<file path="src/rtl/regfile_wb_arbiter_if.sv">
// Writeback request bus, register-file write port and scoreboard signals
// shared between the execute/memory stages, decode and the writeback arbiter.
interface regfile_wb_arbiter_if #(
    parameter int NUM_REQ = 3,
    parameter int DATA_W  = 32,
    parameter int REG_AW  = 3
);
    localparam int NREGS = 1 << REG_AW;

    logic [NUM_REQ-1:0]        req_valid;
    logic [NUM_REQ*REG_AW-1:0] req_reg;
    logic [NUM_REQ*DATA_W-1:0] req_data;
    logic [NUM_REQ-1:0]        req_ready;

    logic                      write_en;
    logic [REG_AW-1:0]         write_reg;
    logic [DATA_W-1:0]         write_val;

    logic                      issue_en;
    logic [REG_AW-1:0]         issue_reg;
    logic [REG_AW-1:0]         src1_reg;
    logic [REG_AW-1:0]         src2_reg;
    logic                      hazard;
    logic [NREGS-1:0]          busy;

    modport master (
        output req_valid, req_reg, req_data, issue_en, issue_reg, src1_reg, src2_reg,
        input  req_ready, write_en, write_reg, write_val, hazard, busy
    );

    modport slave (
        input  req_valid, req_reg, req_data, issue_en, issue_reg, src1_reg, src2_reg,
        output req_ready, write_en, write_reg, write_val, hazard, busy
    );
endinterface

</file>
<file path="src/rtl/regfile_wb_arbiter.sv">
// Round-robin arbiter for the single register-file write port, plus a
// per-register busy scoreboard that gives decode a source-operand hazard flag.
module regfile_wb_arbiter #(
    parameter int NUM_REQ = 3,
    parameter int DATA_W  = 32,
    parameter int REG_AW  = 3
) (
    input logic              clk,
    input logic              rst,
    input logic              clk_en,
    regfile_wb_arbiter_if.slave bus
);
    localparam int PTR_W = (NUM_REQ > 1) ? $clog2(NUM_REQ) : 1;
    localparam int NREGS = 1 << REG_AW;

    logic [PTR_W-1:0]   ptr_q, ptr_d;
    logic               write_en_q, write_en_d;
    logic [REG_AW-1:0]  write_reg_q, write_reg_d;
    logic [DATA_W-1:0]  write_val_q, write_val_d;
    logic [NREGS-1:0]   busy_q, busy_d;

    logic               win_found;
    logic [PTR_W-1:0]   win_idx;
    logic               xfer;
    logic [NUM_REQ-1:0] ready_c;

    // Search starts at ptr_q and wraps; sum is one bit wider so the wrap
    // subtraction never overflows.
    always_comb begin
        logic [PTR_W:0]   sum;
        logic [PTR_W-1:0] cand;
        win_found = 1'b0;
        win_idx   = '0;
        sum       = '0;
        cand      = '0;
        for (int k = 0; k < NUM_REQ; k++) begin
            sum = {1'b0, ptr_q} + (PTR_W+1)'(k);
            if (sum >= (PTR_W+1)'(NUM_REQ))
                sum = sum - (PTR_W+1)'(NUM_REQ);
            cand = sum[PTR_W-1:0];
            if (!win_found && bus.req_valid[cand]) begin
                win_found = 1'b1;
                win_idx   = cand;
            end
        end
    end

    always_comb begin
        ready_c = '0;
        if (win_found)
            ready_c[win_idx] = clk_en;
    end

    assign xfer = win_found & clk_en;

    always_comb begin
        write_en_d  = xfer;
        write_reg_d = write_reg_q;
        write_val_d = write_val_q;
        ptr_d       = ptr_q;
        if (xfer) begin
            write_reg_d = bus.req_reg[win_idx*REG_AW +: REG_AW];
            write_val_d = bus.req_data[win_idx*DATA_W +: DATA_W];
            ptr_d       = (win_idx == PTR_W'(NUM_REQ-1)) ? '0 : win_idx + 1'b1;
        end
    end

    // Issue is applied after the commit clear so a newer writer keeps the bit set.
    always_comb begin
        busy_d = busy_q;
        if (write_en_q)
            busy_d[write_reg_q] = 1'b0;
        if (bus.issue_en)
            busy_d[bus.issue_reg] = 1'b1;
    end

    always_ff @(posedge clk or posedge rst) begin
        if (rst) begin
            ptr_q       <= '0;
            write_en_q  <= 1'b0;
            write_reg_q <= '0;
            write_val_q <= '0;
            busy_q      <= '0;
        end else if (clk_en) begin
            ptr_q       <= ptr_d;
            write_en_q  <= write_en_d;
            write_reg_q <= write_reg_d;
            write_val_q <= write_val_d;
            busy_q      <= busy_d;
        end
    end

    assign bus.req_ready = ready_c;
    assign bus.write_en  = write_en_q;
    assign bus.write_reg = write_reg_q;
    assign bus.write_val = write_val_q;
    assign bus.busy      = busy_q;
    assign bus.hazard    = busy_q[bus.src1_reg] | busy_q[bus.src2_reg];
endmodule

</file>
<file path="src/flat_wrapper.sv">
// flat-port wrapper written by rule: the top's interface ports become plain ports
module regfile_wb_arbiter_flat 
#(
    parameter int NUM_REQ = 3,
    parameter int DATA_W  = 32,
    parameter int REG_AW  = 3
)
  (clk, rst, clk_en, bus_req_valid, bus_req_reg, bus_req_data, bus_issue_en, bus_issue_reg, bus_src1_reg, bus_src2_reg, bus_req_ready, bus_write_en, bus_write_reg, bus_write_val, bus_hazard, bus_busy);
  regfile_wb_arbiter_if #(.NUM_REQ(NUM_REQ), .DATA_W(DATA_W), .REG_AW(REG_AW)) bus_i ();
  input logic clk;
  input logic rst;
  input logic clk_en;
  input wire logic [$bits(bus_i.req_valid)-1:0] bus_req_valid;
  input wire logic [$bits(bus_i.req_reg)-1:0] bus_req_reg;
  input wire logic [$bits(bus_i.req_data)-1:0] bus_req_data;
  input wire logic [$bits(bus_i.issue_en)-1:0] bus_issue_en;
  input wire logic [$bits(bus_i.issue_reg)-1:0] bus_issue_reg;
  input wire logic [$bits(bus_i.src1_reg)-1:0] bus_src1_reg;
  input wire logic [$bits(bus_i.src2_reg)-1:0] bus_src2_reg;
  output wire logic [$bits(bus_i.req_ready)-1:0] bus_req_ready;
  output wire logic [$bits(bus_i.write_en)-1:0] bus_write_en;
  output wire logic [$bits(bus_i.write_reg)-1:0] bus_write_reg;
  output wire logic [$bits(bus_i.write_val)-1:0] bus_write_val;
  output wire logic [$bits(bus_i.hazard)-1:0] bus_hazard;
  output wire logic [$bits(bus_i.busy)-1:0] bus_busy;
  assign bus_i.req_valid = bus_req_valid;
  assign bus_i.req_reg = bus_req_reg;
  assign bus_i.req_data = bus_req_data;
  assign bus_i.issue_en = bus_issue_en;
  assign bus_i.issue_reg = bus_issue_reg;
  assign bus_i.src1_reg = bus_src1_reg;
  assign bus_i.src2_reg = bus_src2_reg;
  assign bus_req_ready = bus_i.req_ready;
  assign bus_write_en = bus_i.write_en;
  assign bus_write_reg = bus_i.write_reg;
  assign bus_write_val = bus_i.write_val;
  assign bus_hazard = bus_i.hazard;
  assign bus_busy = bus_i.busy;
  regfile_wb_arbiter #(.NUM_REQ(NUM_REQ), .DATA_W(DATA_W), .REG_AW(REG_AW)) u_core (.clk(clk), .rst(rst), .clk_en(clk_en), .bus(bus_i));
endmodule
</file>
<file path="config.mk">
export PLATFORM = sky130hd
export DESIGN_NAME = regfile_wb_arbiter_flat
export DESIGN_NICKNAME = d
export VERILOG_FILES = /design/src/rtl/regfile_wb_arbiter_if.sv /design/src/rtl/regfile_wb_arbiter.sv /design/src/flat_wrapper.sv
export SDC_FILE = /design/constraint.sdc
export NUM_CORES = 1
export LEC_CHECK = 0
export ABC_CLOCK_PERIOD_IN_PS = 2950
export CORE_MARGIN = 2
export CORE_UTILIZATION = 40
export DETAILED_ROUTE_END_ITERATION = 16
export PLACE_DENSITY = 0.82
export SYNTH_ARGS = -nofsm -noshare
export SYNTH_HDL_FRONTEND = slang
export SYNTH_SLANG_ARGS = --single-unit
</file>
<file path="constraint.sdc">
create_clock -name clk -period 2.95 [get_ports clk]
set_input_delay 0.59 -clock clk [delete_from_list [all_inputs] [get_ports clk]]
set_output_delay 0.59 -clock clk [all_outputs]
set_load 0.02 [all_outputs]
</file>
Yosys cells after proc, flatten, opt, wreduce, memory -nomap -nowiden
Cells that the tools add are included.
{"block": "classes", "reduce_logical": 8, "eq_ne": 1, "mul": 1, "bitwise": 6, "addsub": 6, "magnitude_cmp": 14, "mux": 29, "shifts": 2}
{"cell": "indexed part select 96 x 8 -> 32 bit", "n": 1}
{"cell": "less-than comparator 3 x 4 -> 1 bit, second input constant", "n": 4}
{"cell": "2-to-1 mux 8 bit", "n": 2}
{"cell": "2-to-1 mux 2 bit", "n": 7}
{"cell": "less-than comparator 2 x 3 -> 1 bit, second input constant", "n": 4}
{"cell": "2-to-1 mux 1 bit", "n": 11}
{"cell": "indexed part select 9 x 5 -> 3 bit", "n": 1}
{"cell": "AND 8 bit", "n": 1}
{"cell": "NOT 8 bit", "n": 1}
{"cell": "bitwise OR 8 bit", "n": 1}
{"cell": "binary-select mux 1 bit (select 2 bit)", "n": 3}
{"cell": "binary-select mux 1 bit (select 3 bit)", "n": 2}
{"cell": "demux 1 bit (select 3 bit)", "n": 2}
{"cell": "greater-or-equal comparator 3 x 1 -> 1 bit, second input constant", "n": 2}
{"cell": "greater-or-equal comparator 3 x 2 -> 1 bit, second input constant", "n": 2}
{"cell": "subtractor 2 bit, second input constant", "n": 3}
{"cell": "logical AND 1 bit", "n": 5}
{"cell": "multiplier 2 x 2 -> 4 bit, second input constant", "n": 1}
{"cell": "adder 2 x 1 -> 3 bit, second input constant", "n": 1}
{"cell": "adder 2 x 2 -> 3 bit, second input constant", "n": 1}
{"cell": "AND 3 bit", "n": 1}
{"cell": "2-to-1 mux 3 bit", "n": 1}
{"cell": "adder 2 x 1 -> 2 bit, second input constant", "n": 1}
{"cell": "demux 1 bit (select 2 bit)", "n": 1}
{"cell": "other kinds (7)", "n": 8}
{"block": "totals", "out_inout_bits": 48, "ff_bits": 46, "elab_cells": 72, "in_bits": 121}

Depth between registers and ports, before layout
Gate-level depths: netlist of the first run.
{"block": "logic_depth", "depth_word": 17, "mapped_depth": 10, "depth_no_buf": 7}

Least setup slack after synthesis of the first run
Ideal clock, no wire load.
{"block": "synth_path", "path_type": "register -> output", "startpoint": "register u_core.ptr_q[0]", "endpoint": "output port bus_req_ready[0]", "t_required_ns": 2.360, "path_buffers": 2, "setup_slack_ns": 0.229, "arrival_time_ns": 2.131, "stages_incl_launch_ff": 10, "cell_sequence": "dfrtp_1 -> inv_1 -> ha_1 -> buf_6 -> and2b_2 -> o221ai_1 -> o2bb2ai_2 -> clkbuf_1 -> inv_1 -> nor2_1"}
{"block": "synth_between", "elab_chain_len": 17, "word_cells_on_any_way": 34, "classes_between": "add/sub: 5; order compare: 5; mux: 18; bitwise: 1; reduce/logical: 5"}
{"item": "start, declared", "line": "regfile_wb_arbiter.sv:16", "text": "logic [PTR_W-1:0] ptr_q, ptr_d;"}
{"item": "start signal, assigned", "line": "regfile_wb_arbiter.sv:85", "text": "ptr_q <= ptr_d;"}
{"item": "branches (longest 16 deep; another with adder 2 x 1 -> 3 bit)"}
{"item": "2-to-1 mux 3 bit *", "line": "regfile_wb_arbiter.sv:50", "text": "if (win_found)"}
{"item": "end, declared", "line": "flat_wrapper.sv:20", "text": "output wire logic [$bits(bus_i.req_ready)-1:0] bus_req_ready;"}
Every way passes the cells marked *. The select of a mux whose other input is x is not followed.

Worst setup path after layout of the first run
{"block": "layout_path", "startpoint": "input port bus_req_valid[1]", "endpoint": "output port bus_req_ready[1]"}
{"block": "layout_between", "elab_chain_len": 15, "word_cells_on_any_way": 23, "classes_between": "order compare: 2; mux: 15; bitwise: 1; reduce/logical: 5"}
{"item": "start, declared", "line": "flat_wrapper.sv:13", "text": "input wire logic [$bits(bus_i.req_valid)-1:0] bus_req_valid;"}
{"item": "binary-select mux 1 bit (select 2 bit)", "line": "regfile_wb_arbiter.sv:41", "text": "if (!win_found && bus.req_valid[cand]) begin"}
{"item": "2-to-1 mux 1 bit (implied by the code)", "line": "regfile_wb_arbiter.sv:41"}
{"item": "2-to-1 mux 1 bit", "line": "regfile_wb_arbiter.sv:41"}
{"item": "logical NOT 1 bit", "line": "regfile_wb_arbiter.sv:41"}
{"item": "logical AND 1 bit", "line": "regfile_wb_arbiter.sv:41"}
{"item": "2-to-1 mux 1 bit", "line": "regfile_wb_arbiter.sv:41"}
{"item": "logical NOT 1 bit", "line": "regfile_wb_arbiter.sv:41"}
{"item": "logical AND 1 bit", "line": "regfile_wb_arbiter.sv:41"}
{"item": "2-to-1 mux 2 bit", "line": "regfile_wb_arbiter.sv:41"}
{"item": "less-than comparator 2 x 3 -> 1 bit (implied by the code) or greater-or-equal comparator 2 x 1 -> 1 bit (tied branches)", "line": "regfile_wb_arbiter.sv:51", "text": "ready_c[win_idx] = clk_en;"}
{"item": "logical AND 1 bit (implied by the code)", "line": "regfile_wb_arbiter.sv:51"}
{"item": "2-to-1 mux 1 bit (implied by the code)", "line": "regfile_wb_arbiter.sv:51"}
{"item": "demux 1 bit (select 2 bit)"}
{"item": "AND 3 bit (no source line)"}
{"item": "2-to-1 mux 3 bit *", "line": "regfile_wb_arbiter.sv:50"}
Mark *: on every way between the ends. The rest lies on a longest branch, timed or not. The select of a mux whose other input is x is not followed.

==> results.py, run 1 <==
metrics = {
    "run_status": {
        "status": "completed",
    },
    "hold_path": {
        "min_path_cells": 2,
        "hp-class": "flop to flop",
        "hold_end": "u_core.bus.busy[1]",
        "min_from": "u_core.bus.busy[1]",
    },
    "logic_synthesis": {
        "ys_ff_latch": 46,
        "yosysTopAreaCell": "dfrtp_1",
        "syn_inst": 271,
        "synth_fp_nets": 396,
        "synth.most_common_cell": "dfrtp_1",
        "avgSynthCellArea_um2": 11.5,
        "netlist_area_um2": 3110,
        "ys_top_cells_by_area": "dfrtp_1 37%, a311o_1 11%, a32o_1 11%, o211a_1 11%, buf_6 3.6%",
        "synthTopCellsByCount": "46 x dfrtp_1, 35 x a311o_1, 35 x a32o_1, 35 x o211a_1, 12 x buf_2",
        "ys_seq_area_frac": 0.370,
        "ys.flop_type": "dfrtp_1",
        "yosysUniqueCellTypes": 42,
        "synth-edff-count": 0,
        "yosysTopAreaCellShare": 0.370,
        "synthArstFlopShare": 1.00,
        "yosys_warnings": 0,
    },
    "cells_and_area": {
        "final_cell_area_um2": 5000,
        "nets": 557,
        "largest_reg_flops": 32,
        "layout-drive-gt1-share": 0.102,
        "syn_to_final_growth_pct": 60.7,
        "antenna_cells": 0,
    },
    "route": {
        "dr.pass1.iters": 4,
        "viasPerCell": 5.91,
        "drc": 0,
        "num_vias": 3161,
        "antenna_left": 0,
        "wl_mm": 10.1,
        "wl_per_cell_um": 18.8,
        "drtIter0Drc": 142,
    },
    "sta": {
        "fin_crit_sh": 0.975,
        "fin_crit_ns": 2.87,
        "finalSetupViolCount": 0,
        "hold_violations": 0,
        "max_freq_mhz": 348,
        "skew_ns": 0.0131,
        "max-slew-margin-rel": 0.504,
        "fin_setup_tns_ns": 0,
        "rsz0062_at_grt": "no",
        "finalMaxSlewViolations": 0,
        "worstMarginPinSlew_ns": 0.743,
    },
    "power": {
        "p_per_area_nw_per_um2": 990,
        "share_comb_of_total_power": 0.663,
        "cellInternalPower_uw": 2820,
        "p_leak_uw": 0.00232,
        "pwr-share-seq": 0.240,
        "power_frac_clock": 0.098,
        "vdd_drop_max_uv": 453,
        "switchingPower_uw": 2130,
        "swShare": 0.431,
    },
    "die": {
        "die_y_um": 92.2,
        "placementRows": 32,
        "start_util": 0.407,
        "pin_count": 169,
        "chipWidth_um": 92.2,
        "dieArea_um2": 8490,
        "core_um2": 7650,
    },
    "worst_setup_path": {
        "worstSetupStartpointType": "primary input",
        "worst-r2r-setup-slack_ns": 0.46,
        "r2r-start": "u_core.ptr_q[1]",
        "critPathRequiredTime_ns": 2.36,
        "slowest_delay_ns": 0.51,
        "critPathSlowestCell": "clkdlybuf4s50_1",
        "critPathKind": "primary input to primary output",
        "crit_fanout": 7,
        "r2r-end": "u_core.bus.write_val[19]",
        "critPathBufInv": 3,
        "crit_family": "buffers and inverters",
        "worstPathCellList": "clkdlybuf4s50_1 -> buf_4 -> nor2b_1 -> o21ai_1 -> o32ai_4 -> nor2_4 -> nor2_1 -> clkdlybuf4s15_1",
        "cp-end-kind": "primary output",
        "crit_start": "bus_req_valid[1]",
        "arrival_ns": 2.28,
        "reg2reg_depth": 10,
    },
    "clocking": {
        "htree_levels": 2,
        "tritoncts": "yes",
        "cts-root-buf": "clkbuf_8",
        "post-cts-setup-buffers": 0,
        "cts-buffers-inserted": 5,
        "clock-sinks": 46,
        "clk_latency_ns": 0.30,
        "clk_pin_slew_ns": 0.10,
        "cts_buffer_depth": 2,
        "postCtsHoldBufs": 0,
    },
    "placement": {
        "port_buffers": 168,
        "dp_hpwl_mm": 6.96,
        "gp_congestion": 0.869,
        "dpl_cell_area_um2": 4870,
    },
    "global_route": {
        "grt_pass1_wl_mm": 16.1,
        "antenna_found_initial": 0,
        "grt_usage": 0.235,
        "grt_pass1_vias": 3227,
        "overflow": 0,
        "grt_max_degree": 73,
    },
    "run": {
        "maxCapViolCount": 0,
    },
}
[cell usage in the layout (no fill, tap or decap), types with 6 or more instances in the layout]
| cell | n |
|---|---|
| clkdlybuf4s50_1 | 163 |
| dfrtp_1 | 46 |
| o211a_1 | 35 |
| a32o_1 | 35 |
| a311o_1 | 35 |
| buf_4 | 16 |
| o21ai_0 | 11 |
| nand2b_1 | 9 |
| nand2_1 | 8 |
| inv_1 | 6 |
[worst max-delay path by stage]
stage	endpoint	slack (ns)	depth (start not counted)
final	bus_req_ready[1]	0.08	8
after global routing	bus_req_ready[0]	0.003	8
after CTS	bus_req_ready[0]	0.00002	7
after detailed placement	bus_req_ready[0]	-0.29	7
after global placement	bus_req_ready[0]	-0.27	7
after floorplan	bus_req_ready[0]	0.23	9
[kinds of logic (layout without fill, tap and decap cells)]
group | count (synthesis) | after routing | share of synthesized area
AOI/OAI and AO/OA | 136 | 136 | 0.419
adders and majority gates | 4 | 4 | 0.0161
buffers and inverters | 38 | 200 | 0.0777
DFF | 46 | 46 | 0.370
muxes | 10 | 10 | 0.0483
and+or+nand+nor | 37 | 37 | 0.0684
[through the flow]
stage	util	setup slack (ns)	cells	hold slack [ns]	total power, uW
4_1_cts	0.652	0.0000158	535	0.541	4960
3_3_place_gp	0.637	-0.268	527	0.518	4410
3_5_place_dp	0.637	-0.291	527	0.519	4470
2_1_floorplan	-	0.229	271	0.526	3290
5_1_grt	0.653	0.00254	535	0.592	5270
6_report	0.653	0.0751	535	0.540	4950
[metal layers]
metal | global-route usage | vias up | wire, um
met5 | 0 | - | 0
met4 | 0.0311 | 0 | 26
met3 | 0.0682 | 2 | 812
met2 | 0.429 | 126 | 5230
met1 | 0.280 | 1571 | 4010
li1 | - | 1462 | -
[repair_timing]
action / CTS / global route
gates cloned: 0 / 0
resized for setup: 6 / 5
pin swaps: 0 / 0
endpoints found under the setup margin: 4 / 3
[layout make-up]
| class | count | area (um2) |
|---|---|---|
| well taps | 102 | 128 |
| clock inverters | 3 | 43.8 |
| multi-input cells | 187 | 1770 |
| fillers | 614 | 2650 |
| inverters | 7 | 26.3 |
| flip-flops and latches | 46 | 1150 |
| clock buffers | 5 | 68.8 |
| repair buffers | 185 | 1810 |
[power groups by stage]
| stage | Combinational, uW | Sequential, uW | Clock [uW] |
|---|---|---|---|
| 2_1_floorplan | 1770 | 1520 | 0 |
| 3_3_place_gp | 3230 | 1180 | 0 |
| 3_5_place_dp | 3280 | 1200 | 0 |
| 4_1_cts | 3280 | 1180 | 502 |
| 5_1_grt | 3510 | 1230 | 525 |
| 6_report | 3280 | 1190 | 484 |
[tightest hold or removal path: cells and delay by family, from the launching register on]
kind            cells  cell delay [ns]
simple gates        1             0.06
compound gates      1             0.05
flops               1             0.40
Power figures use the tool's default switching activity.
==> run 2: changes to the inputs <==
PLACE_DENSITY = 0.84   (was 0.82)
SLEW_MARGIN = 20   (was unset)
==> run 2 against run 1 <==
Hold slack got worse by 0.060 ns. Fmax increased by 2.4%. Clock skew increased by 0.0011 ns. Core utilization decreased by 0.26 points. Non-clock buffer count increased by 2. Final area decreased by 0.40%. Global-route usage increased by 0.38 points. Critical path depth decreased by 1. Wire length increased by 1.1%. Cell count increased by 0.37%. Clock-buffer cell count unchanged. Die area unchanged. Critical endpoint is now bus_req_ready[0]. Largest cell class unchanged.
==> results.py, run 2 (synthesized netlist as in run 1, its figures left out) <==
metrics = {
    "run_status": {
        "status": "completed",
    },
    "cells_and_area": {
        "antenna_cells": 0,
        "finalNonFillerCells": 537,
        "syn_to_final_growth_pct": 60.0,
        "largest_reg_flops": 32,
        "layout_common_cells": "163 x clkdlybuf4s50_1, 45 x dfrtp_1, 35 x o211a_1, 35 x a32o_1, 35 x a311o_1",
        "layout-drive-gt1-share": 0.113,
        "layout_commonest_cell": "clkdlybuf4s50_1",
        "nets": 559,
        "postLayoutCoreUtil": 0.651,
    },
    "clocking": {
        "postCtsHoldBufs": 0,
        "clk_latency_ns": 0.30,
        "tritoncts": "yes",
        "cts-buffers-inserted": 5,
        "clk_pin_slew_ns": 0.09,
        "cts-root-buf": "clkbuf_8",
        "clock-sinks": 46,
        "htree_levels": 2,
        "cts_buffer_depth": 2,
    },
    "sta": {
        "max-slew-margin-rel": 0.523,
        "worstMarginPinSlew_ns": 0.715,
        "skew_ns": 0.0142,
        "max_freq_mhz": 356,
        "hold_violations": 0,
        "fin_crit_sh": 0.951,
        "fin_setup_tns_ns": 0,
        "rsz0062_at_grt": "no",
        "fin_crit_ns": 2.81,
        "finalMaxSlewViolations": 0,
        "finalSetupViolCount": 0,
        "hold_ws_ns": 0.480,
    },
    "worst_setup_path": {
        "worstSetupStartpointType": "primary input",
        "worstPathCellList": "clkdlybuf4s50_1 -> mux2i_2 -> nor2_2 -> or2_2 -> a22o_1 -> nor2_1 -> buf_2",
        "worst-r2r-setup-slack_ns": 0.48,
        "cp-end-kind": "primary output",
        "cp-endpoint": "bus_req_ready[0]",
        "path_depth": 7,
        "reg2reg_depth": 9,
        "critPathSlowestCell": "clkdlybuf4s50_1",
        "r2r-start": "u_core.ptr_q[0]",
        "critPathBufInv": 2,
        "critPathKind": "primary input to primary output",
        "critPathRequiredTime_ns": 2.36,
        "crit_family": "buffers and inverters",
        "slowest_delay_ns": 0.48,
        "r2r-end": "u_core.bus.write_val[17]",
        "crit_start": "bus_req_valid[0]",
        "arrival_ns": 2.22,
        "crit_fanout": 5,
    },
    "route": {
        "antenna_left": 0,
        "wl_met2_mm": 5.14,
        "viasPerCell": 5.97,
        "dr.pass1.iters": 4,
        "top_layer": "met4",
        "num_vias": 3206,
        "wl_per_cell_um": 19.0,
        "wl_met3_mm": 1.00,
        "drt-met1-wl_mm": 3.94,
        "wl_mm": 10.2,
        "drtIter0Drc": 196,
        "drc": 0,
    },
    "power": {
        "p_per_area_nw_per_um2": 983,
        "p_leak_uw": 0.00231,
        "vdd_drop_max_uv": 654,
        "power_uw": 4890,
    },
    "placement": {
        "dp_hpwl_mm": 7.11,
        "post-place-cells": 528,
        "gp_congestion": 0.843,
        "port_buffers": 168,
    },
    "die": {
        "pin_count": 169,
        "chipWidth_um": 92.2,
        "start_util": 0.407,
        "core_um2": 7650,
        "die_y_um": 92.2,
        "placementRows": 32,
        "dieArea_um2": 8490,
    },
    "hold_path": {
        "hp-class": "primary input to asynchronous set/reset pin",
    },
    "global_route": {
        "antenna_found_initial": 0,
        "grt_usage": 0.239,
        "grt_pass1_vias": 3306,
        "grt_pass1_wl_mm": 16.4,
        "overflow": 0,
        "grt_max_degree": 73,
    },
    "run": {
        "maxCapViolCount": 0,
    },
}
## run 2: changes by cell type in the layout (fill, tap and decap cells not counted), sizes merged
cell	previous run	this run
clkinv	1	0
clkdlybuf4s15	2	0
bufinv	1	0
clkinvlp	0	2
buf	18	21
dlygate4sd2	1	2
## run 2: worst register-to-register path, delay by kind of cell, from the launching register on
kind                     cells  cell delay, ns
AO/OA/AOI/OAI                4            0.65
adder cells (fa/ha/maj)      1            0.34
buffers and inverters        3            0.87
flip-flops                   1            0.41
AND/OR/NAND/NOR              1            0.16
## run 2: power breakdown
group          internal, uW  switching (uW)
combinational          1620            1670
clock                   170             235
sequential              954             246
total                  2740            2150
## run 2: through the flow
| stage | worst slack [ns] | instance area, um2 |
|---|---|---|
| 2_1_floorplan | 0.229 | 3110 |
| 3_3_place_gp | -0.295 | 4870 |
| 3_5_place_dp | -0.305 | 4870 |
| 4_1_cts | 0.0267 | 4960 |
| 5_1_grt | 0.00841 | 4980 |
| 6_report | 0.143 | 4980 |
## run 2: worst min path at each step
stage,start,end
after detailed placement,u_core.bus.busy[1],u_core.bus.busy[1]
after floorplan,u_core.ptr_q[1],u_core.ptr_q[1]
after global placement,u_core.bus.busy[1],u_core.bus.busy[1]
after CTS,rst,u_core.bus.write_val[8]
final,rst,u_core.bus.write_val[13]
after global routing,rst,u_core.bus.write_val[17]
## run 2: repair_timing
action,CTS,global route
setup buffers,0,1
endpoints found under the setup margin,4,3
gates resized for setup,7,7
hold endpoints to repair,0,0
pin swaps,0,0
## run 2: layout make-up
type	instances	area, um2
Clock inverter	3	23.8
Tap cell	102	128
Clock buffer	5	68.8
Sequential cell	46	1150
Inverter	7	26.3
Fill cell	618	2670
Timing Repair Buffer	187	1810
Multi-Input combinational cell	187	1770
## run 2: per-layer routing
metal  global-route usage  vias to the layer above
li1                     -                     1470
met1                0.280                     1570
met2                0.434                      158
met3               0.0649                        8
met4               0.0522                        0
met5                    0                        -
==> run 3: changes to the inputs <==
CORE_MARGIN = unset   (was 2)
==> run 3 against run 2 <==
Worst setup slack better by 0.015 ns. Global-route usage is 1.9 points higher. Clock-buffer cell count stayed put. Flip-flop and latch count stayed put. Core utilization is 2.8 points higher. Clock skew is 0.0020 ns lower. Wire length is 3.3% higher. Combinational power is 2% higher. Die area is 4.3% lower. Via count is 0.22% higher. First-iteration DRC count is 17% lower. Critical path type is now flop to primary output. Critical endpoint is now bus_req_ready[2].
==> results.py, run 3 (synthesized netlist as in run 1, its figures left out) <==
metrics = {
    "sta": {
        "fin_crit_ns": 2.79,
        "hold_violations": 0,
        "worstMarginPinSlew_ns": 0.736,
        "rsz0062_at_grt": "no",
        "finalSetupViolCount": 0,
        "finalMaxSlewViolations": 0,
        "hold_ws_ns": 0.589,
        "fin_setup_tns_ns": 0,
        "max-slew-margin-rel": 0.509,
        "skew_ns": 0.0122,
        "fin_crit_sh": 0.946,
        "max_freq_mhz": 358,
    },
    "global_route": {
        "grt_max_degree": 73,
        "grt_pass1_wl_mm": 16.8,
        "grt_use_met2": 0.462,
        "use_met1": 0.294,
        "global_route.usage.met3": 0.0897,
        "grt_usage": 0.257,
        "grt_pass1_vias": 3399,
        "overflow": 0,
        "antenna_found_initial": 0,
        "grt-busiest-layer": "met2",
    },
    "placement": {
        "dpl_cell_area_um2": 4910,
        "port_buffers": 168,
        "gp_congestion": 0.865,
        "post-place-cells": 528,
        "dp_hpwl_mm": 7.18,
    },
    "worst_setup_path": {
        "reg2reg_depth": 9,
        "critPathRequiredTime_ns": 2.36,
        "slowest_delay_ns": 0.44,
        "r2r-start": "u_core.ptr_q[1]",
        "crit_start": "u_core.ptr_q[1]",
        "worst-r2r-setup-slack_ns": 0.44,
        "r2r-end": "u_core.bus.write_val[21]",
        "critPathKind": "flop to primary output",
        "critPathSlowestCell": "dfrtp_1",
        "crit_fanout": 6,
        "worstSetupStartpointType": "flop",
        "cp-end-kind": "primary output",
        "cp-endpoint": "bus_req_ready[2]",
        "worstPathCellList": "inv_1 -> ha_1 -> buf_4 -> nand2b_1 -> a21boi_4 -> o22a_1 -> and2_1 -> dlygate4sd2_1",
        "arrival_ns": 2.20,
    },
    "cells_and_area": {
        "nets": 562,
        "largest_reg_flops": 32,
        "antenna_cells": 0,
        "syn_to_final_growth_pct": 61.0,
        "final_cell_area_um2": 5000,
        "finalNonFillerCells": 536,
        "fill_cells": 599,
        "layout-drive-gt1-share": 0.114,
        "layout_common_cells": "163 x clkdlybuf4s50_1, 46 x dfrtp_1, 35 x o211a_1, 35 x a32o_1, 35 x a311o_1",
        "layout_commonest_cell": "clkdlybuf4s50_1",
    },
    "clocking": {
        "htree_levels": 2,
        "cts-buffers-inserted": 5,
        "clk_pin_slew_ns": 0.08,
        "clock-sinks": 46,
        "tritoncts": "yes",
        "cts-root-buf": "clkbuf_8",
        "cts_buffer_depth": 2,
        "clk_latency_ns": 0.29,
    },
    "route": {
        "antenna_left": 0,
        "drtIter0Drc": 163,
        "num_vias": 3213,
        "wl_per_cell_um": 19.6,
        "drc": 0,
        "dr.pass1.iters": 4,
        "wl_mm": 10.5,
        "viasPerCell": 5.99,
    },
    "die": {
        "placementRows": 31,
        "die_y_um": 90.2,
        "start_util": 0.422,
        "core_um2": 7370,
        "chipWidth_um": 90.2,
        "pin_count": 169,
        "dieArea_um2": 8130,
    },
    "power": {
        "p_per_area_nw_per_um2": 984,
        "power_uw": 4930,
        "vdd_drop_max_uv": 499,
        "p_leak_uw": 0.00234,
    },
    "hold_path": {
        "hp-class": "flop to flop",
    },
    "run": {
        "maxCapViolCount": 0,
    },
    "run_status": {
        "status": "completed",
    },
}
-- run 3: metal layers --
metal,routed length (um),up-vias
li1,-,1466
met1,4200,1565
met2,5220,168
met3,1020,14
met4,89,0
met5,0,-
-- run 3: where the power goes --
group | internal (uW) | leakage, uW | switching [uW]
logic | 1660 | 0.00174 | 1720
registers | 953 | 0.000560 | 229
clock network | 160 | 0.0000438 | 210
-- run 3: area by class of cell --
class,count,area [um2],area share
clock buffers,5,68.8,0.0138
inverters,7,26.3,0.00525
repair buffers,190,1850,0.371
well taps,99,124,0.0248
multi-input cells,187,1770,0.354
flip-flops and latches,46,1150,0.230
clock inverters,2,10.0,0.00200
-- run 3: repair_timing --
action	4_1_cts	5_1_grt
pin swaps	0	1
setup endpoints to repair	4	3
gates cloned	0	0
buffers inserted	0	1
hold buffers	0	0
resized for setup	5	7
-- run 3: worst max-delay path, delay by kind of cell (launching register included) --
| family | cells | cell delay, ns |
|---|---|---|
| adder cells (fa/ha/maj) | 1 | 0.23 |
| AND/OR/NAND/NOR | 2 | 0.21 |
| AO/OA/AOI/OAI | 2 | 0.42 |
| flip-flops | 1 | 0.44 |
| buffers and inverters | 3 | 0.61 |
-- run 3: through the flow --
stage / setup WS [ns] / util
floorplan: 0.229 / -
global route: 0.0222 / 0.679
global placement: -0.238 / 0.667
CTS: 0.0214 / 0.677
finish: 0.158 / 0.679
detailed placement: -0.245 / 0.667
-- run 3: how the worst min path moves through the flow --
| stage | from | endpoint | cells after the start | slack (ns) |
|---|---|---|---|---|
| 2_1_floorplan | u_core.ptr_q[1] | u_core.ptr_q[1] | 1 | 0.53 |
| 3_3_place_gp | u_core.ptr_q[0] | u_core.ptr_q[0] | 1 | 0.56 |
| 3_5_place_dp | u_core.ptr_q[1] | u_core.ptr_q[1] | 1 | 0.56 |
| 4_1_cts | u_core.ptr_q[0] | u_core.ptr_q[0] | 1 | 0.59 |
| 5_1_grt | u_core.ptr_q[0] | u_core.ptr_q[0] | 1 | 0.61 |
| 6_report | u_core.ptr_q[0] | u_core.ptr_q[0] | 1 | 0.59 |
==> variant, RTL diff (settings of run 1) <==
`DATA_W` is set to 32 in 3 places; all go to 64.
--- a/src/rtl/regfile_wb_arbiter_if.sv
+++ b/src/rtl/regfile_wb_arbiter_if.sv
@@ -4,3 +4,3 @@
     parameter int NUM_REQ = 3,
-    parameter int DATA_W  = 32,
+    parameter int DATA_W  = 64,
     parameter int REG_AW  = 3
--- a/src/rtl/regfile_wb_arbiter.sv
+++ b/src/rtl/regfile_wb_arbiter.sv
@@ -4,3 +4,3 @@
     parameter int NUM_REQ = 3,
-    parameter int DATA_W  = 32,
+    parameter int DATA_W  = 64,
     parameter int REG_AW  = 3
--- a/src/flat_wrapper.sv
+++ b/src/flat_wrapper.sv
@@ -4,3 +4,3 @@
     parameter int NUM_REQ = 3,
-    parameter int DATA_W  = 32,
+    parameter int DATA_W  = 64,
     parameter int REG_AW  = 3
Interface: changed (resized bus_req_data and bus_write_val); port bits go from 169 to 297. The function was not compared with the original's and may differ.
==> variant against run 1 <==
Routed wire length grew 59%. Clock skew shrank 0.0069 ns. Area after synthesis grew 44%. Sequential power grew 67%. Sequential share of layout area grew 1.4 points. Design area grew 60%. Final cell count grew 70%. Sequential cell count grew 32. Worst setup slack lost 0.0053 ns. Hold slack gained 0.027 ns. First-iteration DRC count grew 99%. Power grew 62%.
==> variant: results (changes against run 1) <==
* GRT Total Usage at 0.261 (was 0.235)
* First-pass GRT wire length at 23,900 um (was 16,100 um)
* Synth top area cells: dfrtp_1, mux2i_1, a221oi_1, inv_1, nor2_1 (was dfrtp_1, a311o_1, a32o_1, o211a_1, buf_6)
* Initial DRT Pass Iterations at 6 (was 4)
* Top cells by count, synth: dfrtp_1, inv_1, mux2i_1 (was dfrtp_1, a311o_1, a32o_1, o211a_1, buf_2)
* CTS Buf Count at 9 (was 5)
* DP Area at 0.00769 mm2 (was 0.00487 mm2)
* Clk slew on worst S/H paths at 0.08 ns (was 0.10 ns)
* Syn_nets at 678 (was 396)
* Min-Delay Path Class: reg2reg (unchanged)
* Met2 usage at 0.467 (was 0.429)
* Max reg flops at 64 (was 32)
* DP HPWL at 12,300 um (was 6960 um)
* Share of layout cells above drive strength 1 at 0.0860 (was 0.102)
* M1 GR Usage at 0.287 (was 0.280)
* Starting DRC count in detailed routing at 282 (was 142)
* Switching pwr at 3.43 mW (was 2.13 mW)
* Dpl cells at 889 (was 527)
* RD Place Congestion at 1.01 (was 0.869)
* Slew Limit Headroom at 0.505 (was 0.504)
* R2R setup slack at 0.16 ns (was 0.46 ns)
* Gate Count Post-Synth at 457 (was 271)
* Library cells used by synthesis at 35 (was 42)
* Vias in the first global route at 4,787 (was 3,227)
* Via/cell ratio at 5.26 (was 5.91)
* Routing usage on met3 at 0.0664 (was 0.0682)
* Peak VDD IR at 0.000533 V (was 0.000453 V)
* Clock skew at 0.00613 ns (was 0.0131 ns)
* Seq/Total Area, Yosys at 0.437 (was 0.370)
* Slowest-stage cell, CP: clkdlybuf4s50_1 (unchanged)
* R2R cell count at 9 (was 10)
* Pin count of the biggest net entering global routing at 68 (was 73)
* Post-Layout Cell Count at 907 (was 535)
* # port buffers at 296 (was 168)
* CP max FO at 4 (was 7)
* Final WL at 16,000 um (was 10,100 um)
* H-tree levels at 3 (was 2)
* Layout fillers at 759 (was 614)
* Clk Latency, worst-skew pair at 0.35 ns (was 0.30 ns)
* Status: finished clean (unchanged)
* CP peak stage delay at 0.57 ns (was 0.51 ns)
* Leakage power at 3.65 nW (was 2.32 nW)
* Final nets at 983 (was 557)
==> variant: cell types whose count changed after synthesis, sizes merged, moves of 32 or more <==
cell | run 1 | this run
a221oi | 0 | 68
a311o | 35 | 0
a32o | 35 | 0
dfrtp | 46 | 78
inv | 7 | 75
mux2i | 6 | 72
nor2 | 5 | 70
o211a | 35 | 0
==> variant: timing repair <==
item | CTS | global route
pin swaps | 2 | 3
endpoints found under the setup margin | 10 | 51
hold buffers | 0 | 0
endpoints found under the hold margin | 0 | 0
resized for setup | 21 | 13
setup buffers | 1 | 1
==> variant: cells by family (layout without fill, tap and decap cells) <==
group | count (synthesis) | after routing | share of synthesized area
AOI/OAI and AO/OA | 99 | 99 | 0.178
adders and majority gates | 4 | 4 | 0.0112
buffers and inverters | 105 | 415 | 0.0964
DFF | 78 | 78 | 0.437
muxes | 76 | 76 | 0.184
and+or+nand+nor | 95 | 95 | 0.0922
==> variant: metal layers <==
| metal | vias up | wire [um] |
|---|---|---|
| met5 | - | 0 |
| met4 | 0 | 433 |
| met3 | 38 | 1480 |
| met2 | 252 | 8300 |
| met1 | 2250 | 5830 |
| li1 | 2228 | - |
==> variant: layout make-up <==
type / instances / area, um2 / area share
clock buffer: 12 / 155 / 0.0195
clock inverter: 4 / 45.0 / 0.00565
inverter: 75 / 283 / 0.0355
multi-input combinational: 274 / 2170 / 0.272
sequential: 78 / 1950 / 0.245
tap: 140 / 175 / 0.0220
timing repair buffer: 324 / 3200 / 0.401
==> variant: path summary, 6_finish.rpt <==
kind,startpoint,endpoint
setup / recovery,bus_req_valid[0],bus_req_ready[0]
min in group asynchronous,rst,u_core.bus.write_val[10]
setup reg to reg,u_core.ptr_q[0],u_core.bus.write_val[26]
hold reg to reg,u_core.bus.write_val[16],u_core.bus.write_val[16]
hold / removal,u_core.bus.write_val[16],u_core.bus.write_val[16]
max in group asynchronous,rst,u_core.bus.write_val[60]
==> variant: worst max-delay path, delay by kind of cell <==
family / cells / cell delay (ns)
buffers and inverters: 2 / 0.76
AOI/OAI and AO/OA: 2 / 0.59
and+or+nand+nor: 2 / 0.22
muxes: 1 / 0.13
==> variant: power groups by stage <==
stage	registers [mW]	logic [mW]	clock network, mW
floorplan	2.59	2.33	0
global placement	1.97	4.99	0
detailed placement	2.00	5.11	0
CTS	1.98	5.15	0.845
global route	2.06	5.57	0.891
finish	1.99	5.21	0.829
==> variant: stage by stage <==
step                      setup WS (ns)  hold WS (ns)  utilization  TNS [ns]  total power [mW]
after floorplan                  0.0617         0.526            -         0              4.92
after global placement           -0.349         0.554        0.710     -7.95              6.96
after detailed placement         -0.415         0.551        0.710    -15.00              7.11
after CTS                        0.0321         0.570        0.730         0              7.98
after global routing           -0.00259         0.593        0.736  -0.00259              8.52
final                            0.0698         0.567        0.736         0              8.03
